`config.mk`:
```
export PLATFORM = sky130hd
export DESIGN_NAME = hybrid_add_seq
export DESIGN_NICKNAME = d
export VERILOG_FILES = /design/src/rtl/hybrid_add_seq.sv
export SDC_FILE = /design/constraint.sdc
export NUM_CORES = 1
export LEC_CHECK = 0
export BUFFER_PORTS_ARGS = -buffer_cell sky130_fd_sc_hd__buf_4
export CORE_ASPECT_RATIO = 0.7
export CORE_MARGIN = 2
export CORE_UTILIZATION = 40
export CTS_BUF_LIST = sky130_fd_sc_hd__clkbuf_4 sky130_fd_sc_hd__clkbuf_8
export DETAILED_ROUTE_END_ITERATION = 10
export PLACE_DENSITY = 0.67
export SLEW_MARGIN = 0
export SYNTH_ARGS = -nofsm -noshare
export SYNTH_HDL_FRONTEND = slang
export SYNTH_SLANG_ARGS = --single-unit
```
`constraint.sdc`:
```
create_clock -name clk -period 2.9 [get_ports clk]
set_input_delay 0.87 -clock clk [delete_from_list [all_inputs] [get_ports clk]]
set_output_delay 0.87 -clock clk [all_outputs]
set_load 0.02 [all_outputs]
```
`src/rtl/hybrid_add_seq.sv`:
```
// Multi-byte add/subtract sequencer: reuses one 8-bit hybrid (nibble-lookahead,
// nibble-ripple) adder per byte, LSB first, with the carry chained through a register.

module hybridadder8_struct (
  input  logic [7:0] x,
  input  logic [7:0] y,
  input  logic       c0,
  output logic [7:0] s,
  output logic       c8
);
  logic [7:0] g, p;
  logic [4:0] lo, hi;

  // 4-bit carry lookahead; returns {c4,c3,c2,c1,cin}
  function automatic logic [4:0] cla4(input logic [3:0] gi, input logic [3:0] pi,
                                      input logic ci);
    logic [4:0] cc;
    cc[0] = ci;
    cc[1] = gi[0] | (pi[0] & ci);
    cc[2] = gi[1] | (pi[1] & gi[0]) | (&pi[1:0] & ci);
    cc[3] = gi[2] | (pi[2] & gi[1]) | (&pi[2:1] & gi[0]) | (&pi[2:0] & ci);
    cc[4] = gi[3] | (pi[3] & gi[2]) | (&pi[3:2] & gi[1]) | (&pi[3:1] & gi[0])
          | (&pi[3:0] & ci);
    return cc;
  endfunction

  assign g  = x & y;
  assign p  = x ^ y;
  assign lo = cla4(g[3:0], p[3:0], c0);
  assign hi = cla4(g[7:4], p[7:4], lo[4]);
  assign s  = p ^ {hi[3:0], lo[3:0]};
  assign c8 = hi[4];
endmodule

module hybrid_add_seq #(
  parameter int BYTES = 4
) (
  input  logic               clk,
  input  logic               rst_n,
  input  logic               in_valid,
  output logic               in_ready,
  input  logic [8*BYTES-1:0] a,
  input  logic [8*BYTES-1:0] b,
  input  logic               cin,
  input  logic               sub,
  output logic               out_valid,
  input  logic               out_ready,
  output logic [8*BYTES-1:0] sum,
  output logic               cout,
  output logic               ovf,
  output logic               busy,
  output logic [1:0]         state_dbg
);
  // Handshakes: a transfer happens on a rising edge where valid & ready are both
  // high; ready/valid here depend on state only, and out_valid holds until taken.
  localparam int W  = 8 * BYTES;
  localparam int IW = $clog2(BYTES);
  localparam logic [IW-1:0] LAST = IW'(BYTES - 1);

  typedef enum logic [1:0] {IDLE = 2'd0, RUN = 2'd1, DONE = 2'd2} state_t;
  state_t state, state_nxt;

  logic [W-1:0]  a_reg, b_reg, sum_reg;
  logic          carry_reg, cout_reg, ovf_reg;
  logic [IW-1:0] idx;
  logic [7:0]    xi, yi, si;
  logic          c8;

  assign xi = a_reg[8*idx +: 8];
  assign yi = b_reg[8*idx +: 8];

  hybridadder8_struct u_add (
    .x  (xi),
    .y  (yi),
    .c0 (carry_reg),
    .s  (si),
    .c8 (c8)
  );

  always_ff @(posedge clk or negedge rst_n) begin
    if (!rst_n) state <= IDLE;
    else        state <= state_nxt;
  end

  always_comb begin
    state_nxt = state;
    in_ready  = 1'b0;
    out_valid = 1'b0;
    busy      = 1'b0;
    case (state)
      IDLE: begin
        in_ready = 1'b1;
        if (in_valid) state_nxt = RUN;
      end
      RUN: begin
        busy = 1'b1;
        if (idx == LAST) state_nxt = DONE;
      end
      DONE: begin
        busy      = 1'b1;
        out_valid = 1'b1;
        if (out_ready) state_nxt = IDLE;
      end
      default: state_nxt = IDLE;
    endcase
  end

  // Subtraction is a + ~b + 1: invert b once at capture and force the first carry.
  always_ff @(posedge clk or negedge rst_n) begin
    if (!rst_n) begin
      a_reg     <= '0;
      b_reg     <= '0;
      sum_reg   <= '0;
      carry_reg <= 1'b0;
      cout_reg  <= 1'b0;
      ovf_reg   <= 1'b0;
      idx       <= '0;
    end else begin
      case (state)
        IDLE: begin
          if (in_valid) begin
            a_reg     <= a;
            b_reg     <= b ^ {W{sub}};
            carry_reg <= sub | cin;
            idx       <= '0;
          end
        end
        RUN: begin
          sum_reg[8*idx +: 8] <= si;
          carry_reg           <= c8;
          if (idx == LAST) begin
            cout_reg <= c8;
            ovf_reg  <= a_reg[W-1] ^ b_reg[W-1] ^ si[7] ^ c8;
          end else begin
            idx <= idx + 1'b1;
          end
        end
        default: ;
      endcase
    end
  end

  assign sum       = sum_reg;
  assign cout      = cout_reg;
  assign ovf       = ovf_reg;
  assign state_dbg = state;
endmodule

```
; After elaboration in Yosys (flattened, before gate mapping)
; Index checks and enable logic that the tools add are counted.
[word_totals]
register_bits = 103
inputBits = 70
out_inout_bits = 39
wordCells = 102
[op_classes]
addsub = 2
eq_ne = 7
shifts = 4
mux = 13
bitwise_logic = 48
n_reduce_logical = 20
[ops]
columns = operator, count
row1 = variable part select 32 x 6 -> 8 bit, 2
row2 = negation 5 -> 34 bit, 1
row3 = variable shift 8 x 34 -> 32 bit (first input constant), 1
row4 = variable part select 8 x 34 -> 32 bit, 1
row5 = bitwise mux 32 bit, 1
row6 = XOR 32 bit, 1
row7 = OR 1 bit, 21
row8 = AND 1 bit, 20
row9 = AND reduction 2 bit, 9
row10 = AND reduction 3 bit, 6
row11 = XOR 8 bit, 2
row12 = 2-to-1 mux 2 bit, 5
row13 = AND 8 bit, 1
row14 = != test 2 bit (second input constant), 4
row15 = AND reduction 4 bit, 2
row16 = case mux 2 bit (3 select lines), 1
row17 = == test 2 bit (second input constant), 2
row18 = 2-to-1 mux 1 bit, 4
row19 = case mux 2 bit (2 select lines), 1
row20 = XOR 1 bit, 3
row21 = adder 2 x 1 -> 2 bit (second input constant), 1
row22 = == test 2 x 1 -> 1 bit (second input constant), 1
row23 = zero test 2 bit, 1
row24 = case mux 1 bit (2 select lines), 1
row25 = other kinds (2), 2

; Longest topological paths before layout
[logic_depth]
word_depth = 12
mapped_depth = 9
mapped_depth_nobuf = 7

; Cells and area by module
; Synthesis repeated with hierarchy kept, for this count alone.
[unflattened]
cells_unflattened = 389
area_unflattened_um2 = 5018.6
[modules_own_cells]
columns = mod, instances, cells_per_inst, area_each_um2, seq_area_each_um2
row1 = hybrid_add_seq, 1, 348, 4690.7, 2577.5
row2 = hybridadder8_struct, 1, 41, 327.8, 0.0

; Worst setup path after synthesis
; Ideal clock, no wire load.
[synth_timing]
path_type = register to register
startpoint = register idx[1]
endpoint = register sum_reg[20], in the netlist sum[20]
setup_time_ns = 0.083
t_arrival_ns = 2.917
required_ns = 2.817
setup_slack_ns = -0.099
path_stages_with_launch = 9
path_buffers = 2
synth_period_minus_slack_ns = 2.999
cell_sequence = dfrtp_1 > clkbuf_1 > clkbuf_1 > mux4_2 > ha_1 > and3_4 > a221oi_1 > fa_1 > o21ai_0
[synth_between]
elab_chain_cells = 12
[synth_rtl]
columns = element, line
row1 = "start, declared", 65  ; logic [IW-1:0] idx;
row2 = "start signal, assigned", 135  ; idx <= idx + 1'b1;
row3 = "variable part select 32 x 6 -> 8 bit, on equally long branches", "69, 70"
row4 = XOR 8 bit or AND 8 bit (tied branches), "28, 27"
row5 = AND 1 bit or AND reduction 2 bit (tied branches), 22  ; cc[4] = gi[3] | (pi[3] & gi[2]) | (&pi[3:2] & gi[1]) | (&pi[3:1] & gi[0])
row6 = OR 1 bit or AND 1 bit (tied branches), 22
row7 = OR 1 bit (2 in series), 22
row8 = OR 1 bit, 23  ; | (&pi[3:0] & ci);
row9 = "AND 1 bit, on equally long branches", "19, 20, 21"
row10 = "OR 1 bit, on equally long branches", "19, 20, 21"
row11 = XOR 8 bit, 31  ; assign s = p ^ {hi[3:0], lo[3:0]};
row12 = variable part select 8 x 34 -> 32 bit, 129  ; sum_reg[8*idx +: 8] <= si;
row13 = bitwise mux 32 bit (*), 129
row14 = "end signal, assigned by index", 129
row15 = "end, declared", 63  ; logic [W-1:0] a_reg, b_reg, sum_reg;
; Mark *: on every way between the ends. The rest lies on a longest branch, timed or not.
; A chain may end at the register's enable or synchronous reset.

; Worst setup path in the final report
[layout_timing]
startpoint = register idx[0]
endpoint = register sum_reg[21], in the netlist sum[21]
; The elaborated chain is that of the path after synthesis.

==> flow_summary.ini <==
[layout]
final-seq-area_mm2 = 0.00258
fillers = 1111
nets = 618
fin_area_mm2 = 0.00634
area_growth_syn_to_layout_pct = 25.5
drive_gt1_share_pct = 37.7
n_antenna_cell = 0
multi_input_area_mm2 = 0.00236

[timing]
layout_min_cycle_time_ns = 2.79
setup_viol = 0
fin_hold_ws_ns = 0.490
max_freq_ghz = 0.358
min_period_over_period_pct = 96.2
hold_viol = 0
rsz0062_at_grt = true
relSlewSlack_pct = 52.5
final_max_slew_viol_count = 0
skew_ns = 0.0105
tightest_slew_ns = 0.713

[worst_setup_path]
critPathCaptureType = flip-flop
crit_arrival_ns = 3.10
rr_worst_depth = 9
rr_endpoint = sum[21]$_DFFE_PN0P_
path_class = flip-flop to flip-flop
cp-start-kind = flip-flop
r2r_start = idx[0]$_DFFE_PN0P_
rrSetupSlack_ns = 0.11
required_ns = 3.21
crit_fanout = 10

[placed_design]
dpl_cell_area_mm2 = 0.00613
dp_hpwl_um = 8950
portBuffers = 108
place_congestion = 0.809

[global_routing]
grt_pass1_vias = 3712
antenna_found_initial = 0
grt_use_total_pct = 18.2
grt_max_degree = 62
grt_pass1_wl_um = 19600
grt-ovfl-total = 0

[routing]
vias_per_cell = 5.12
ant_nets = 0
routedWlPerCell_um = 16.9
dr.pass1.iters = 4
drt_iter0_drc = 197
vias = 3561
post-route-drc-count = 0
routed_wirelength_um = 11800

[min_path]
hold_start = b_reg[6]$_DFFE_PN0P_
holdPathStages = 2
whs_endpoint = b_reg[6]$_DFFE_PN0P_
hp-class = flip-flop to flip-flop

[logic_synthesis]
ys_async_sr_fraction_pct = 100
synth_ff_type = dfrtp_1
synth_edf_count = 0
syn-cell-area_mm2 = 0.00505
ys_warn_count = 0
ys_types = 42
syn_inst = 416
ys_seq_area_share_pct = 51.0
synth.avg_cell_area_um2 = 12.1
syn-num-nets = 505
ys_ff_latch = 103

[power]
p_total_uw = 7800
irDropWorstVdd_mv = 0.544
powerDensity_mw_per_mm2 = 1230
leakage_uw = 0.00293

[clocking]
tritoncts = done
cts_max_level = 3
clkLatencyLatePin_ns = 0.37
cts_buffer_depth = 2
clk_pin_slew_ns = 0.09
hold_buffers = 0
cts_root_buf = clkbuf_8
cts_buffers = 9
clock_sinks = 103

[status]
outcome = finished, final reports clean

[floorplan]
rows = 34
initial_core_util_pct = 40.8
die_y_um = 98.0
fp.coreArea_mm2 = 0.0124
num_io_pins = 109
dieWidth_um = 138
dieArea_mm2 = 0.0136

[job]
drv_cap = 0
[where the power goes]
part           leakage (µW)  switching [µW]  total [µW]  internal [µW]
Clock             0.0000853             464         813            349
Sequential          0.00130             385        2420           2040
Combinational       0.00154            2450        4570           2120
Total               0.00293            3300        7800           4500
[cell usage in the layout, fill, tap and decap left out, types with 2 or more instances in the layout]
master        n
nand2b_1      2
nand2_1      52
buf_4       118
a21o_1        3
o21a_1        2
nor2_1        4
clkinvlp_4    2
o21ai_0      40
mux2_2       33
buf_12        4
clkbuf_4      2
a21oi_1       3
o21ai_1       4
nand4_1       2
xor2_1        2
xnor2_1      35
nor3_1        8
and2_1        3
a22o_1       27
inv_1        13
or3_1         2
mux4_2       16
ha_1         17
clkbuf_8     10
a22oi_1       2
dfrtp_1     103
[metrics by stage]
step | setup TNS, ns | setup WS, ns | instances | util [%]
2_1_floorplan | 0 | 0.0169 | 416 | -
3_3_place_gp | 0 | 0.121 | 678 | 49.5
3_5_place_dp | 0 | 0.0528 | 678 | 49.5
4_1_cts | 0 | 0.0220 | 693 | 50.9
5_1_grt | -0.0683 | -0.0244 | 695 | 51.2
6_report | 0 | 0.109 | 695 | 51.2
[worst max path at each step]
| stage | startpoint | end | cells after the start |
|---|---|---|---|
| after floorplan | idx[1]$_DFFE_PN0P_ | sum[20]$_DFFE_PN0P_ | 8 |
| after global placement | idx[0]$_DFFE_PN0P_ | sum[12]$_DFFE_PN0P_ | 8 |
| after detailed placement | idx[0]$_DFFE_PN0P_ | sum[12]$_DFFE_PN0P_ | 8 |
| after CTS | idx[0]$_DFFE_PN0P_ | sum[12]$_DFFE_PN0P_ | 8 |
| after global routing | idx[0]$_DFFE_PN0P_ | sum[28]$_DFFE_PN0P_ | 8 |
| final | idx[0]$_DFFE_PN0P_ | sum[21]$_DFFE_PN0P_ | 9 |
[final cells by class]
cell class,count,share of cell area [%]
inverter,13,0.770
multi-input combinational,279,37.2
timing repair buffer,123,15.4
clock inverter,3,0.316
sequential,103,40.7
tap,162,3.20
clock buffer,12,2.41
[layer usage]
layer	GRT usage [%]	share of wire (%)
met2	26.8	44
met3	4.46	5.0
met1	27.2	50
met5	0	0
met4	4.32	1.3
[Yosys cell counts (all sizes together) (2+ instances only)]
cell type / count / area share [%]
a22o: 28 / 5.0
and2: 3 / 0.37
nor3: 8 / 0.79
mux4: 16 / 7.1
dfrtp: 103 / 51
buf: 9 / 0.82
clkbuf: 12 / 0.89
o21ai: 44 / 4.4
xor2: 2 / 0.35
a22oi: 2 / 0.30
a21oi: 4 / 0.47
ha: 17 / 4.2
or3: 3 / 0.47
xnor2: 36 / 6.2
nand2b: 2 / 0.25
nand4: 2 / 0.25
nand2: 53 / 3.9
nor2: 4 / 0.30
o21a: 2 / 0.30
fa: 2 / 0.79
a21o: 4 / 0.62
mux2: 33 / 7.4
inv: 13 / 0.97
[critical path: stages (launching register included)]
cell and delay (ns):
dfrtp_1 0.42, buf_12 0.16, mux4_2 0.50, ha_1 0.37
and3_4 0.22, a221oi_2 0.06, buf_4 0.15, fa_2 0.33
xnor2_1 0.33, a22o_1 0.18
[logic make-up (layout without fill, tap and decap cells)]
family / Yosys count / count (layout) / synth area share (%)
DFF: 103 / 103 / 51.0
AOI/OAI and AO/OA: 91 / 91 / 12.5
and+or+nand+nor: 81 / 81 / 7.46
muxes: 50 / 50 / 14.7
xor gates and xnor gates: 38 / 38 / 6.59
buffers and inverters: 34 / 151 / 2.68
adders and majority gates: 19 / 19 / 5.00
[timing repair]
action	in CTS	in global routing
setup endpoints to repair	0	12
resized for setup	0	8
buffers inserted	0	2
No activity file was read; power rests on OpenSTA's default activity.
